==> src/rtl/mmu_resp_pkg.sv <==
// Shared types and default widths for the dummy MMU responder: fail reason
// codes, FSM state encoding, request type encoding.
package mmu_resp_pkg;

    localparam int MMU_REQ_ID_W    = 13;
    localparam int MMU_PAGE_IDX_W  = 15;
    localparam int MMU_SIZE_W      = 4;
    localparam int MMU_REASON_W    = 3;
    localparam int MMU_TOTAL_PAGES = 32768;

    typedef enum logic [2:0] {
        REASON_NONE         = 3'd0,
        REASON_SIZE_INVALID = 3'd1,
        REASON_NO_MEM       = 3'd2,
        REASON_IDX_RANGE    = 3'd3,
        REASON_MISALIGNED   = 3'd4,
        REASON_UNDERFLOW    = 3'd5
    } fail_reason_e;

    typedef enum logic [1:0] {
        ST_IDLE  = 2'd0,
        ST_LATCH = 2'd1,
        ST_RESP  = 2'd2
    } state_e;

    typedef enum logic {
        REQ_ALLOC = 1'b0,
        REQ_FREE  = 1'b1
    } req_type_e;

endpackage

==> src/rtl/mmu_size_align.sv <==
// Rounds a requested page count up to the power-of-two block size used by the
// allocator (1, 2, 4 or 8); any other count is flagged invalid with size 0.
module mmu_size_align
    import mmu_resp_pkg::*;
#(
    parameter int SIZE_W = MMU_SIZE_W
) (
    input  logic [SIZE_W-1:0] i_count,
    output logic [SIZE_W-1:0] o_size,
    output logic              o_valid
);

    always_comb begin
        // NOTE: every output gets a default first so no path leaves it unassigned (no latch).
        o_size  = '0;
        o_valid = 1'b0;
        if (i_count == SIZE_W'(1)) begin
            o_size  = SIZE_W'(1);
            o_valid = 1'b1;
        end else if (i_count == SIZE_W'(2)) begin
            o_size  = SIZE_W'(2);
            o_valid = 1'b1;
        end else if (i_count >= SIZE_W'(3) && i_count <= SIZE_W'(4)) begin
            o_size  = SIZE_W'(4);
            o_valid = 1'b1;
        end else if (i_count >= SIZE_W'(5) && i_count <= SIZE_W'(8)) begin
            o_size  = SIZE_W'(8);
            o_valid = 1'b1;
        end
    end

endmodule

==> src/rtl/mmu_dummy_responder.sv <==
// Core-side responder for the FIFO-mode MMU: pops alloc/free requests
// round-robin, runs an aligned ring allocator, writes one response per request.
module mmu_dummy_responder
    import mmu_resp_pkg::*;
#(
    parameter int REQ_ID_W    = MMU_REQ_ID_W,
    parameter int PAGE_IDX_W  = MMU_PAGE_IDX_W,
    parameter int SIZE_W      = MMU_SIZE_W,
    parameter int REASON_W    = MMU_REASON_W,
    parameter int TOTAL_PAGES = MMU_TOTAL_PAGES
) (
    input  logic                  clk,
    input  logic                  rst,
    input  logic                  alloc_req_fifo_empty,
    output logic                  alloc_req_pop,
    input  logic [REQ_ID_W-1:0]   alloc_req_id,
    input  logic [SIZE_W-1:0]     alloc_req_page_count,
    input  logic                  free_req_fifo_empty,
    output logic                  free_req_pop,
    input  logic [REQ_ID_W-1:0]   free_req_id,
    input  logic [PAGE_IDX_W-1:0] free_req_page_idx,
    input  logic [SIZE_W-1:0]     free_req_page_count,
    input  logic                  alloc_rsp_fifo_full,
    output logic                  alloc_rsp_write_en,
    output logic [REQ_ID_W-1:0]   alloc_rsp_id,
    output logic [PAGE_IDX_W-1:0] alloc_rsp_page_idx,
    output logic                  alloc_rsp_fail,
    output logic [REASON_W-1:0]   alloc_rsp_fail_reason,
    input  logic                  free_rsp_fifo_full,
    output logic                  free_rsp_write_en,
    output logic [REQ_ID_W-1:0]   free_rsp_id,
    output logic                  free_rsp_fail,
    output logic [REASON_W-1:0]   free_rsp_fail_reason,
    output logic [PAGE_IDX_W:0]   used_page_count,
    output logic                  busy
);

    // Two spare bits keep idx+size, used+size and round-up free of overflow.
    localparam int EXT_W = PAGE_IDX_W + 2;
    localparam int CNT_W = PAGE_IDX_W + 1;
    localparam logic [EXT_W-1:0] TOTAL_EXT = EXT_W'(TOTAL_PAGES);

    state_e                r_state;
    req_type_e             r_type;
    req_type_e             r_last_served;
    logic [CNT_W-1:0]      r_alloc_ptr;
    logic [CNT_W-1:0]      r_used;
    logic                  r_alloc_req_pop;
    logic                  r_free_req_pop;
    logic                  r_alloc_rsp_write_en;
    logic [REQ_ID_W-1:0]   r_alloc_rsp_id;
    logic [PAGE_IDX_W-1:0] r_alloc_rsp_page_idx;
    logic                  r_alloc_rsp_fail;
    logic [REASON_W-1:0]   r_alloc_rsp_fail_reason;
    logic                  r_free_rsp_write_en;
    logic [REQ_ID_W-1:0]   r_free_rsp_id;
    logic                  r_free_rsp_fail;
    logic [REASON_W-1:0]   r_free_rsp_fail_reason;

    logic                  w_alloc_elig;
    logic                  w_free_elig;
    logic                  w_pick_alloc;
    logic [SIZE_W-1:0]     w_req_count;
    logic [SIZE_W-1:0]     w_size;
    logic                  w_size_valid;
    logic [EXT_W-1:0]      w_size_ext;
    logic [EXT_W-1:0]      w_size_mask;
    logic [EXT_W-1:0]      w_used_ext;
    logic [EXT_W-1:0]      w_ptr_round;
    logic [EXT_W-1:0]      w_alloc_base;
    logic [EXT_W-1:0]      w_alloc_end;
    logic [EXT_W-1:0]      w_free_idx_ext;
    logic                  w_no_mem;
    logic                  w_idx_range;
    logic                  w_misaligned;
    logic                  w_underflow;
    fail_reason_e          w_alloc_reason;
    fail_reason_e          w_free_reason;

    assign w_alloc_elig = !alloc_req_fifo_empty && !alloc_rsp_fifo_full;
    assign w_free_elig  = !free_req_fifo_empty && !free_rsp_fifo_full;
    assign w_pick_alloc = w_alloc_elig && (!w_free_elig || r_last_served == REQ_FREE);

    // Only one request is in flight, so a single rounding unit serves both paths.
    assign w_req_count = (r_type == REQ_FREE) ? free_req_page_count : alloc_req_page_count;

    mmu_size_align #(
        .SIZE_W (SIZE_W)
    ) u_size_align (
        .i_count (w_req_count),
        .o_size  (w_size),
        .o_valid (w_size_valid)
    );

    assign w_size_ext     = EXT_W'(w_size);
    assign w_size_mask    = w_size_ext - EXT_W'(1);
    assign w_used_ext     = EXT_W'(r_used);
    assign w_ptr_round    = (EXT_W'(r_alloc_ptr) + w_size_mask) & ~w_size_mask;
    assign w_alloc_base   = (w_ptr_round + w_size_ext > TOTAL_EXT) ? '0 : w_ptr_round;
    assign w_alloc_end    = w_alloc_base + w_size_ext;
    assign w_no_mem       = (w_used_ext + w_size_ext) > TOTAL_EXT;
    assign w_free_idx_ext = EXT_W'(free_req_page_idx);
    assign w_idx_range    = (w_free_idx_ext + w_size_ext) > TOTAL_EXT;
    assign w_misaligned   = |(w_free_idx_ext & w_size_mask);
    assign w_underflow    = w_used_ext < w_size_ext;

    always_comb begin
        w_alloc_reason = REASON_NONE;
        if (!w_size_valid)  w_alloc_reason = REASON_SIZE_INVALID;
        else if (w_no_mem)  w_alloc_reason = REASON_NO_MEM;
    end

    always_comb begin
        w_free_reason = REASON_NONE;
        if (!w_size_valid)      w_free_reason = REASON_SIZE_INVALID;
        else if (w_idx_range)   w_free_reason = REASON_IDX_RANGE;
        else if (w_misaligned)  w_free_reason = REASON_MISALIGNED;
        else if (w_underflow)   w_free_reason = REASON_UNDERFLOW;
    end

    // Pop is registered and high during LATCH; the popped fields are on the
    // request bus one cycle later, in RESP, where they are consumed.
    always_ff @(posedge clk) begin
        if (rst) begin
            r_state                 <= ST_IDLE;
            r_type                  <= REQ_ALLOC;
            r_last_served           <= REQ_FREE;
            r_alloc_ptr             <= '0;
            r_used                  <= '0;
            r_alloc_req_pop         <= 1'b0;
            r_free_req_pop          <= 1'b0;
            r_alloc_rsp_write_en    <= 1'b0;
            r_alloc_rsp_id          <= '0;
            r_alloc_rsp_page_idx    <= '0;
            r_alloc_rsp_fail        <= 1'b0;
            r_alloc_rsp_fail_reason <= '0;
            r_free_rsp_write_en     <= 1'b0;
            r_free_rsp_id           <= '0;
            r_free_rsp_fail         <= 1'b0;
            r_free_rsp_fail_reason  <= '0;
        end else begin
            // NOTE: non-blocking assignments so every register samples pre-edge values.
            r_alloc_req_pop      <= 1'b0;
            r_free_req_pop       <= 1'b0;
            r_alloc_rsp_write_en <= 1'b0;
            r_free_rsp_write_en  <= 1'b0;
            case (r_state)
                ST_IDLE: begin
                    if (w_alloc_elig || w_free_elig) begin
                        if (w_pick_alloc) begin
                            r_alloc_req_pop <= 1'b1;
                            r_type          <= REQ_ALLOC;
                            r_last_served   <= REQ_ALLOC;
                        end else begin
                            r_free_req_pop  <= 1'b1;
                            r_type          <= REQ_FREE;
                            r_last_served   <= REQ_FREE;
                        end
                        r_state <= ST_LATCH;
                    end
                end
                ST_LATCH: begin
                    r_state <= ST_RESP;
                end
                ST_RESP: begin
                    if (r_type == REQ_ALLOC) begin
                        r_alloc_rsp_write_en <= 1'b1;
                        r_alloc_rsp_id       <= alloc_req_id;
                        if (w_alloc_reason != REASON_NONE) begin
                            r_alloc_rsp_fail        <= 1'b1;
                            r_alloc_rsp_page_idx    <= '0;
                            r_alloc_rsp_fail_reason <= REASON_W'(w_alloc_reason);
                        end else begin
                            r_alloc_rsp_fail        <= 1'b0;
                            r_alloc_rsp_page_idx    <= w_alloc_base[PAGE_IDX_W-1:0];
                            r_alloc_rsp_fail_reason <= '0;
                            r_alloc_ptr <= (w_alloc_end == TOTAL_EXT) ? '0 : w_alloc_end[CNT_W-1:0];
                            r_used      <= r_used + CNT_W'(w_size);
                        end
                    end else begin
                        r_free_rsp_write_en <= 1'b1;
                        r_free_rsp_id       <= free_req_id;
                        if (w_free_reason != REASON_NONE) begin
                            r_free_rsp_fail        <= 1'b1;
                            r_free_rsp_fail_reason <= REASON_W'(w_free_reason);
                        end else begin
                            r_free_rsp_fail        <= 1'b0;
                            r_free_rsp_fail_reason <= '0;
                            r_used                 <= r_used - CNT_W'(w_size);
                        end
                    end
                    r_state <= ST_IDLE;
                end
                default: r_state <= ST_IDLE;
            endcase
        end
    end

    assign alloc_req_pop         = r_alloc_req_pop;
    assign free_req_pop          = r_free_req_pop;
    assign alloc_rsp_write_en    = r_alloc_rsp_write_en;
    assign alloc_rsp_id          = r_alloc_rsp_id;
    assign alloc_rsp_page_idx    = r_alloc_rsp_page_idx;
    assign alloc_rsp_fail        = r_alloc_rsp_fail;
    assign alloc_rsp_fail_reason = r_alloc_rsp_fail_reason;
    assign free_rsp_write_en     = r_free_rsp_write_en;
    assign free_rsp_id           = r_free_rsp_id;
    assign free_rsp_fail         = r_free_rsp_fail;
    assign free_rsp_fail_reason  = r_free_rsp_fail_reason;
    assign used_page_count       = r_used;
    assign busy                  = (r_state != ST_IDLE);

endmodule

==> config.mk <==
export PLATFORM = sky130hd
export DESIGN_NAME = mmu_dummy_responder
export DESIGN_NICKNAME = d
export VERILOG_FILES = /design/src/rtl/mmu_resp_pkg.sv /design/src/rtl/mmu_size_align.sv /design/src/rtl/mmu_dummy_responder.sv
export SDC_FILE = /design/constraint.sdc
export NUM_CORES = 1
export LEC_CHECK = 0
export CAP_MARGIN = 20
export CORE_ASPECT_RATIO = 0.7
export CORE_MARGIN = 3
export CORE_UTILIZATION = 59
export CTS_BUF_LIST = sky130_fd_sc_hd__clkbuf_8
export DETAILED_ROUTE_END_ITERATION = 10
export GPL_TIMING_DRIVEN = 0
export PLACE_DENSITY_LB_ADDON = 0.05
export SYNTH_ARGS = -nofsm -noshare
export SYNTH_HDL_FRONTEND = slang
export SYNTH_SLANG_ARGS = --single-unit
==> constraint.sdc <==
create_clock -name clk -period 11.15 [get_ports clk]
set_clock_uncertainty 0.05 [all_clocks]
set_input_delay 1.6725 -clock clk [delete_from_list [all_inputs] [get_ports clk]]
set_output_delay 1.6725 -clock clk [all_outputs]
set_load 0.01 [all_outputs]
# Yosys cells after proc, flatten, opt, wreduce, memory -nomap -nowiden

Index checks and enable logic that the tools add are counted.

Add/subtract/negate cells: 8
$lt $le $gt $ge: 8
Equality and inequality tests: 8
Multiplexer cells: 31
Bitwise gates (word level): 8
Reductions and logical operators: 24

Operator list:

| kind                 | count |
|---|---|
| $mux 16              | 4 |
| $add 17x4->17        | 2 |
| $gt 17x16->1 const B | 2 |
| $mux 3               | 7 |
| $mux 4               | 5 |
| $add 16x17->17       | 1 |
| $add 16x4->17        | 1 |
| $and 15x17->17       | 1 |
| $and 17x17->17       | 1 |
| $eq 17x16->1 const B | 1 |
| $mux 17              | 1 |
| $not 17->17          | 1 |
| $reduce_or 17->1     | 1 |
| $add 15x4->16        | 1 |
| $add 16x4->16        | 1 |
| $gt 16x16->1 const B | 1 |
| $lt 16x4->1          | 1 |
| $sub 16x4->16        | 1 |
| $mux 15              | 1 |
| $mux 1               | 10 |
| $ne 2x2->1 const B   | 3 |
| $reduce_and 2->1     | 3 |
| $reduce_and 3->1     | 2 |
| $reduce_bool 3->1    | 2 |
| 19 further kinds     | 33 |

Register bits after elaboration: 89
Logic and storage cells: 103

# Longest topological paths before layout

Depth after elaboration: 16
Depth in mapped cells: 37
Gate-level depth less buffers: 35

# Modules after synthesis

From an unflattened synthesis, not the netlist that was laid out.

Cell total of the unflattened synthesis: 835
Area, all modules: 6438.7 um^2

By module, submodules not included:

| module              | times used | cells an instance | area each (um^2) | seq. area each (um^2) |
|---|---|---|---|---|
| mmu_dummy_responder | 1          | 824               | 6359.8           | 1761.7 |
| mmu_size_align      | 1          | 11                | 78.8             | 0.0 |

# Least setup slack after synthesis

OpenSTA, ideal clock, no wires.

Kind: in2reg
From: in free_req_page_count[0]
To: reg r_alloc_ptr[15]
Setup time: 0.132 ns
Arrival: 7.930 ns
Data required time: 10.968 ns
Slack: 3.038 ns
Stages on the path: 34
Buffers on the path: 2
Cells stage by stage: buf_2 and3b_1 o22ai_1 nand2_1 inv_1 fa_1 and3b_1 o21ai_0 nand2_1 ha_1 a221oi_1 o21ai_0 nand4_1 nor2_1 and3_1 buf_4 xnor2_1 a31oi_1 o31a_1 nor2_1 and3_1 ha_1 a21o_1 a21oi_1 nor2b_1 o21ai_0 nor3_1 nand4_1 nand4_1 a21oi_1 a31oi_1 nor4_1 a32o_1 a311oi_2

Longest elaborated chain between the ends: 16

Ends and longest elaborated chain:

| element                                              | RTL line                   | text |
|---|---|---|
| from (decl)                                          | mmu_dummy_responder.sv:22  | `input logic [SIZE_W-1:0] free_req_page_count,` |
| $mux 4 (*)                                           | mmu_dummy_responder.sv:85  | `assign w_req_count = (r_type == REQ_FREE) ? free_req_page_count : alloc_req_page_count;` |
| $ge 4x3->1 / $le 4x4->1 (equally long branches)      | mmu_size_align.sv:26       | `end else if (i_count >= SIZE_W'(5) && i_count <= SIZE_W'(8)) begin` |
| $logic_and 1x1->1                                    | mmu_size_align.sv:26       |  |
| $mux 4                                               | mmu_size_align.sv:26       |  |
| $mux 4                                               | mmu_size_align.sv:23       | `end else if (i_count >= SIZE_W'(3) && i_count <= SIZE_W'(4)) begin` |
| $mux 4                                               | mmu_size_align.sv:20       | `end else if (i_count == SIZE_W'(2)) begin` |
| $mux 4                                               | mmu_size_align.sv:17       | `if (i_count == SIZE_W'(1)) begin` |
| $sub 4x1->5                                          | mmu_dummy_responder.sv:96  | `assign w_size_mask = w_size_ext - EXT_W'(1);` |
| $add 16x17->17 / $not 17->17 (equally long branches) | mmu_dummy_responder.sv:98  | `assign w_ptr_round = (EXT_W'(r_alloc_ptr) + w_size_mask) & ~w_size_mask;` |
| $and 17x17->17                                       | mmu_dummy_responder.sv:98  |  |
| $add 17x4->17                                        | mmu_dummy_responder.sv:99  | `assign w_alloc_base = (w_ptr_round + w_size_ext > TOTAL_EXT) ? '0 : w_ptr_round;` |
| $gt 17x16->1                                         | mmu_dummy_responder.sv:99  |  |
| $mux 17                                              | mmu_dummy_responder.sv:99  |  |
| $add 17x4->17                                        | mmu_dummy_responder.sv:100 | `assign w_alloc_end = w_alloc_base + w_size_ext;` |
| $eq 17x16->1                                         | mmu_dummy_responder.sv:177 | `r_alloc_ptr <= (w_alloc_end == TOTAL_EXT) ? '0 : w_alloc_end[CNT_W-1:0];` |
| $mux 16                                              | mmu_dummy_responder.sv:177 |  |
| to (signal assigned)                                 | mmu_dummy_responder.sv:177 |  |
| to (decl)                                            | mmu_dummy_responder.sv:46  | `logic [CNT_W-1:0] r_alloc_ptr;` |

Mark *: on every way between the ends. The rest lies on a longest branch, timed or not.
A chain may end at the register's enable or synchronous reset.

# Worst setup path in the final report

From: in free_req_page_count[1]
To: reg r_alloc_ptr[15]

Same word-level chain as after synthesis.

==> impl_metrics.ini <==
[grt]
grt_use_total_pct = 32.6
antenna_found_initial = 0
grt_pass1_wl_um = 32300
grt-ovfl-total = 0
grt_start_max_net_pins = 22
first_global_vias = 6633

[clock_tree]
cts_inserted_buffers = 9
cts_num_sinks = 88
root_buffer = clkbuf_8
cts_max_level = 3
cts_max_path_buffers = 2
cts-hold-fix-buffers = 0
clock_latency_ns = 0.36
cts.repair.resized = 0
cts_setup_buffers = 0
clk_pin_slew_ns = 0.10
cts_tree = built

[synthesis]
synthCells = 844
syn_nets = 939
synth_enable_flop_cells = 0
ys_ff_latch = 88
avgSynthCellArea_um2 = 7.60
yosys_warnings = 0
synth_area_um2 = 6410
synthFlopType = dfxtp_1
ys_async_sr_fraction_pct = 0
ys_types = 78
yosysSeqAreaShare_pct = 27.5

[sta]
tightestPinTransition_ns = 0.922
hold_viol = 0
setup_viol = 0
min_period_ns = 9.69
max_freq_mhz = 103
fin_setup_tns_ns = 0
finalMaxSlewViolations = 0
slew_headroom_pct = 38.0
rsz0062_at_grt = false
finalCritPeriodShare_pct = 86.9
setup_slack_ns = 1.46

[job]
cap_violations = 0

[critical_path]
rr_startpoint = r_type
startpoint_type = primary input
crit_top_cell = a21oi_1
slowest_delay_ns = 0.68
crit_fanout = 21
endpoint_kind = register
crit_slowest_cell = nor3_1
worstPathRequired_ns = 11.34
path_class = in2reg
cp_data_arrival_time_ns = 9.88
startpoint = free_req_page_count[1]

[routing]
dr.pass1.iters = 5
wl_um = 19700
wire_per_inst_um = 17.7
vias = 6855
wl_met3_um = 2000
drt_iter0_markers = 597
drc_errors = 0
top_layer = met4
ant_nets = 0
wl_met2_um = 8610
drt-vias-per-instance = 6.16
met1_length_um = 8840

[place]
place_area_um2 = 7770
dp_slack_ns = 1.34
place_inst = 1095
hpwl_um = 15300
io_buffers = 119
place_congestion = 0.954

[die]
die-area_um2 = 12200
start_util_pct = 61.3
row_count = 31
die_x_um = 131
ios = 125
coreArea_um2 = 10500
dieHeight_um = 93.2

[layout]
final_util_pct = 76.1
seq_area_um2 = 1760
final_area_um2 = 7970
nFillCells = 787
multi_input_area_um2 = 4360
syn2layout_area_growth_pct = 24.3
n_antenna_cell = 0
final_cells = 1112
final_nets = 1070
drive_gt1_share_pct = 6.22

[power]
power.density_nw_per_um2 = 98.0
vdd_drop_max_uv = 98.6
p_leak_nw = 3.08

[outcome]
status = finished, final reports clean

[min_path]
min_path_type = reg2reg
min_from = free_rsp_id[2]
## registers in the layout (all words and copies together) (netlist names)
signal	count
r_alloc_ptr	16
used_page_count	16
alloc_rsp_page_idx	15
alloc_rsp_id	13
free_rsp_id	13
free_rsp_fail_reason	3
alloc_rsp_fail_reason	2
r_state	2
alloc_req_pop	1
alloc_rsp_fail	1
alloc_rsp_write_en	1
free_req_pop	1
free_rsp_fail	1
free_rsp_write_en	1
r_last_served	1
r_type	1
## routing by layer
layer	up-vias	GRT usage, %
met2	320	50.8
met4	0	6.16
li1	3272	-
met5	-	0
met3	36	9.53
met1	3227	45.1
## area by class of cell
class	instances	share of cell area (%)
clock buffer	9	1.55
tap	132	2.07
sequential	88	22.1
multi-input combinational	687	54.7
clock inverter	7	0.910
timing repair buffer	120	15.0
inverter	23	1.08
buffer	46	2.62
## synthesized netlist by cell type, drive strengths merged (8+ instances only)
cell / count / area share (%)
a211oi: 14 / 1.8
a21o: 9 / 1.1
a21oi: 80 / 6.2
a22oi: 12 / 1.4
and2: 8 / 0.78
and3: 8 / 0.78
buf: 20 / 1.7
clkbuf: 26 / 1.5
dfxtp: 88 / 27
ha: 35 / 6.8
inv: 23 / 1.3
mux2i: 8 / 1.2
nand2: 134 / 7.8
nand2b: 9 / 0.88
nand3: 24 / 1.9
nand4: 9 / 0.88
nor2: 86 / 5.1
nor3: 26 / 2.2
nor3b: 9 / 1.2
nor4: 15 / 1.8
o21ai: 30 / 2.3
xnor2: 27 / 3.7
xor2: 29 / 4.0
## cell families (layout without fill, tap and decap cells)
| logic type | after synthesis | in the layout | synth area share, % |
|---|---|---|---|
| AOI/OAI and AO/OA | 208 | 208 | 21.7 |
| xor gates and xnor gates | 56 | 56 | 7.65 |
| buffers and inverters | 69 | 205 | 4.60 |
| and+or+nand+nor | 374 | 374 | 28.8 |
| other | 1 | 1 | 0.0585 |
| DFF | 88 | 88 | 27.5 |
| adders and majority gates | 40 | 40 | 8.39 |
| muxes | 8 | 8 | 1.25 |
## where the power goes
| group | switching [W] | internal (W) | total, W |
|---|---|---|---|
| Sequential | 0.00000362 | 0.000319 | 0.000323 |
| Combinational | 0.000142 | 0.0000966 | 0.000239 |
| Clock | 0.000132 | 0.0000876 | 0.000220 |
| Total | 0.000278 | 0.000504 | 0.000781 |
## worst max-delay path: cells and delay by family
kind / cells / cell delay (ns)
buffers and inverters: 3 / 1.19
AND/OR/NAND/NOR: 14 / 3.47
AO/OA/AOI/OAI: 12 / 2.89
adder cells (fa/ha/maj): 2 / 0.62
## stage by stage
step | hold slack (ns) | total power [W]
after floorplan | 0.386 | 0.000488
final | 0.411 | 0.000781
after detailed placement | 0.399 | 0.000561
after CTS | 0.413 | 0.000780
after global placement | 0.391 | 0.000554
after global routing | 0.429 | 0.000819
## cell usage in the layout, fill, tap and decap left out, types with 6 or more instances in the layout
cell,Yosys,layout
mux2i_1,8,8
xor2_1,29,29
dfxtp_1,88,88
nor4_1,13,13
nand3b_1,7,7
nand3_1,24,24
nand4_1,9,9
clkdlybuf4s50_1,0,119
nor2_1,85,85
ha_1,35,35
or3_1,6,6
and3_1,8,8
a31oi_1,7,7
o21ai_0,30,30
and2_1,8,8
a21o_1,9,9
nand2_1,134,134
clkbuf_8,0,9
a22oi_1,12,12
nor2b_1,7,7
nor3_1,24,24
a21oi_1,80,80
nand2b_1,9,9
nor3b_1,7,7
and3b_1,7,7
buf_2,11,12
a211oi_1,13,13
clkbuf_1,26,26
xnor2_1,27,27
inv_1,21,21
## worst paths after layout
check,to,cells past startpoint,slack [ns]
worst max-delay path,r_alloc_ptr[15],31,1.46
worst min-delay path,free_rsp_id[2],2,0.41
worst min register to register,free_rsp_id[2],2,0.41
worst max register to register,r_alloc_ptr[15],35,2.60
Note: power is estimated with default switching activity, not from simulation.
==> RTL edit, RTL diff (same settings) <==
Make the reset (`rst`) asynchronous in one clocked block.
--- a/src/rtl/mmu_dummy_responder.sv
+++ b/src/rtl/mmu_dummy_responder.sv
@@ -120,7 +120,7 @@
 
     // Pop is registered and high during LATCH; the popped fields are on the
     // request bus one cycle later, in RESP, where they are consumed.
-    always_ff @(posedge clk) begin
+    always_ff @(posedge clk or posedge rst) begin
         if (rst) begin
             r_state                 <= ST_IDLE;
             r_type                  <= REQ_ALLOC;
Behaviour: differs if rst is asserted again (counterexample within 4 cycles, from zero or initial values and one cycle with rst high); with rst held inactive, the same outputs for 10 cycles.
==> RTL edit against the original RTL <==
Worst setup slack worse by 350 ps. Final area is 3.9% higher. Wire length is 5.0% higher. Sequential share of layout area is 4.5 points higher. Worst hold slack better by 27 ps. First-iteration DRC count is 19% higher. Maximum frequency is 3.5% lower. Synthesized area is 3.0% higher. Largest cell class unchanged. Sequential cell count stayed put. Core utilization is 1.8 points higher.
Power is not compared: it rests on default switching activity, and its combinational part moved more than twofold at a synthesized area within 25%.
==> RTL edit: results <==
set metrics [dict create \
    cts_root_buffer "clkbuf_8" \
    r2r_slack_ps 2290 \
    hold_end "alloc_rsp_page_idx[14]$_DFFE_PP0P_" \
    power_mw 2.240 \
    synth_common_cells "nand2_1 (169), dfrtp_1 (87), nor2_1 (59)" \
    grt_max_degree 67 \
    gp_congestion 0.9598 \
    clk_latency_ps 390 \
    crit_start "free_req_page_count[2]" \
    hpwlAfterDp_um 16210 \
    yosysSeqAreaShare_pct 33.36 \
    num_antenna_cells 0 \
    ys_types 84 \
    ys_async_sr_fraction_pct 100.0 \
    post_drt_wl_per_cell_um 18.90 \
    path_max_fanout 18 \
    worstPathArrival_ps 10250 \
    cpPeakStageDelay_ps 630 \
    status "complete, no violations" \
    dr.pass1.iters 6 \
    syn_nets 903 \
    min-delay-start "alloc_rsp_page_idx[14]$_DFFE_PP0P_" \
    crit_family "compound AO/OA/AOI/OAI gates" \
    tightest_slew_ps 877.5 \
    nFillCells 767 \
    reg2reg_from "r_type$_DFFE_PP0P_" \
    crit_slowest_cell "o41ai_4" \
    worstSetupEndpoint "r_alloc_ptr[15]$_DFFE_PP0P_" \
    synth_ff_type "dfrtp_1" \
    drt_iter0_drc 712 \
    synthTopCellsByArea "dfrtp_1 (33%), nand2_1 (9.6%), ha_1 (6.6%), xnor2_1 (4.1%), o21ai_0 (3.6%)" \
]
## RTL edit: changes by cell type after synthesis, moves of 7 or more
cell / unedited run / this run
o31ai_1: 5 / 14
nand2_1: 134 / 169
o22ai_1: 2 / 9
xor2_1: 29 / 15
nor2_1: 85 / 59
o21ai_0: 30 / 47
a21oi_1: 80 / 31
dfrtp_1: 0 / 87
a22oi_1: 12 / 2
buf_2: 11 / 2
dfxtp_1: 88 / 0
a211oi_1: 13 / 2
inv_1: 21 / 36
## RTL edit: per-stage QoR
step	cell area [sq um]	instances	setup WS [ps]	hold WS, ps
after global placement	8021	1079	1199	407.7
after floorplan	6605	808	3023	388.8
after CTS	8287	1096	1343	439.1
final	8287	1096	1113	438.1
after global routing	8287	1096	584.4	468.4
after detailed placement	8051	1080	1002	415.7
## RTL edit: logic make-up after synthesis
| kind of cell | synth area share [%] |
|---|---|
| other cells | 0.05677 |
| buf+inv | 4.186 |
| compound gates | 19.64 |
| simple gates | 25.02 |
| flops | 33.36 |
| mux | 3.239 |
| fa+ha+maj | 8.146 |
| xor+xnor | 6.346 |
## RTL edit: layout make-up
type	count	area, sq um	share of cell area [%]
Tap cell	148	185.2	2.235
Clock inverter	6	97.59	1.178
Multi-Input combinational cell	651	4125	49.78
Clock buffer	10	137.6	1.661
Inverter	36	137.6	1.661
Timing Repair Buffer	124	1259	15.19
Sequential cell	88	2203	26.59
Buffer	33	141.4	1.706
## RTL edit: metal layers
layer	global-route usage, %	up-vias	wire (um)
met5	0	-	0
met4	8.045	0	294
met3	8.626	31	2416
met2	52.25	393	8980
met1	47.55	3302	9029
li1	-	3127	-
## RTL edit: tightest hold or removal path, cell delays in order, from the launching register on
cell and delay, ps:
dfrtp_1 350, nand2_1 50, o21ai_0 60
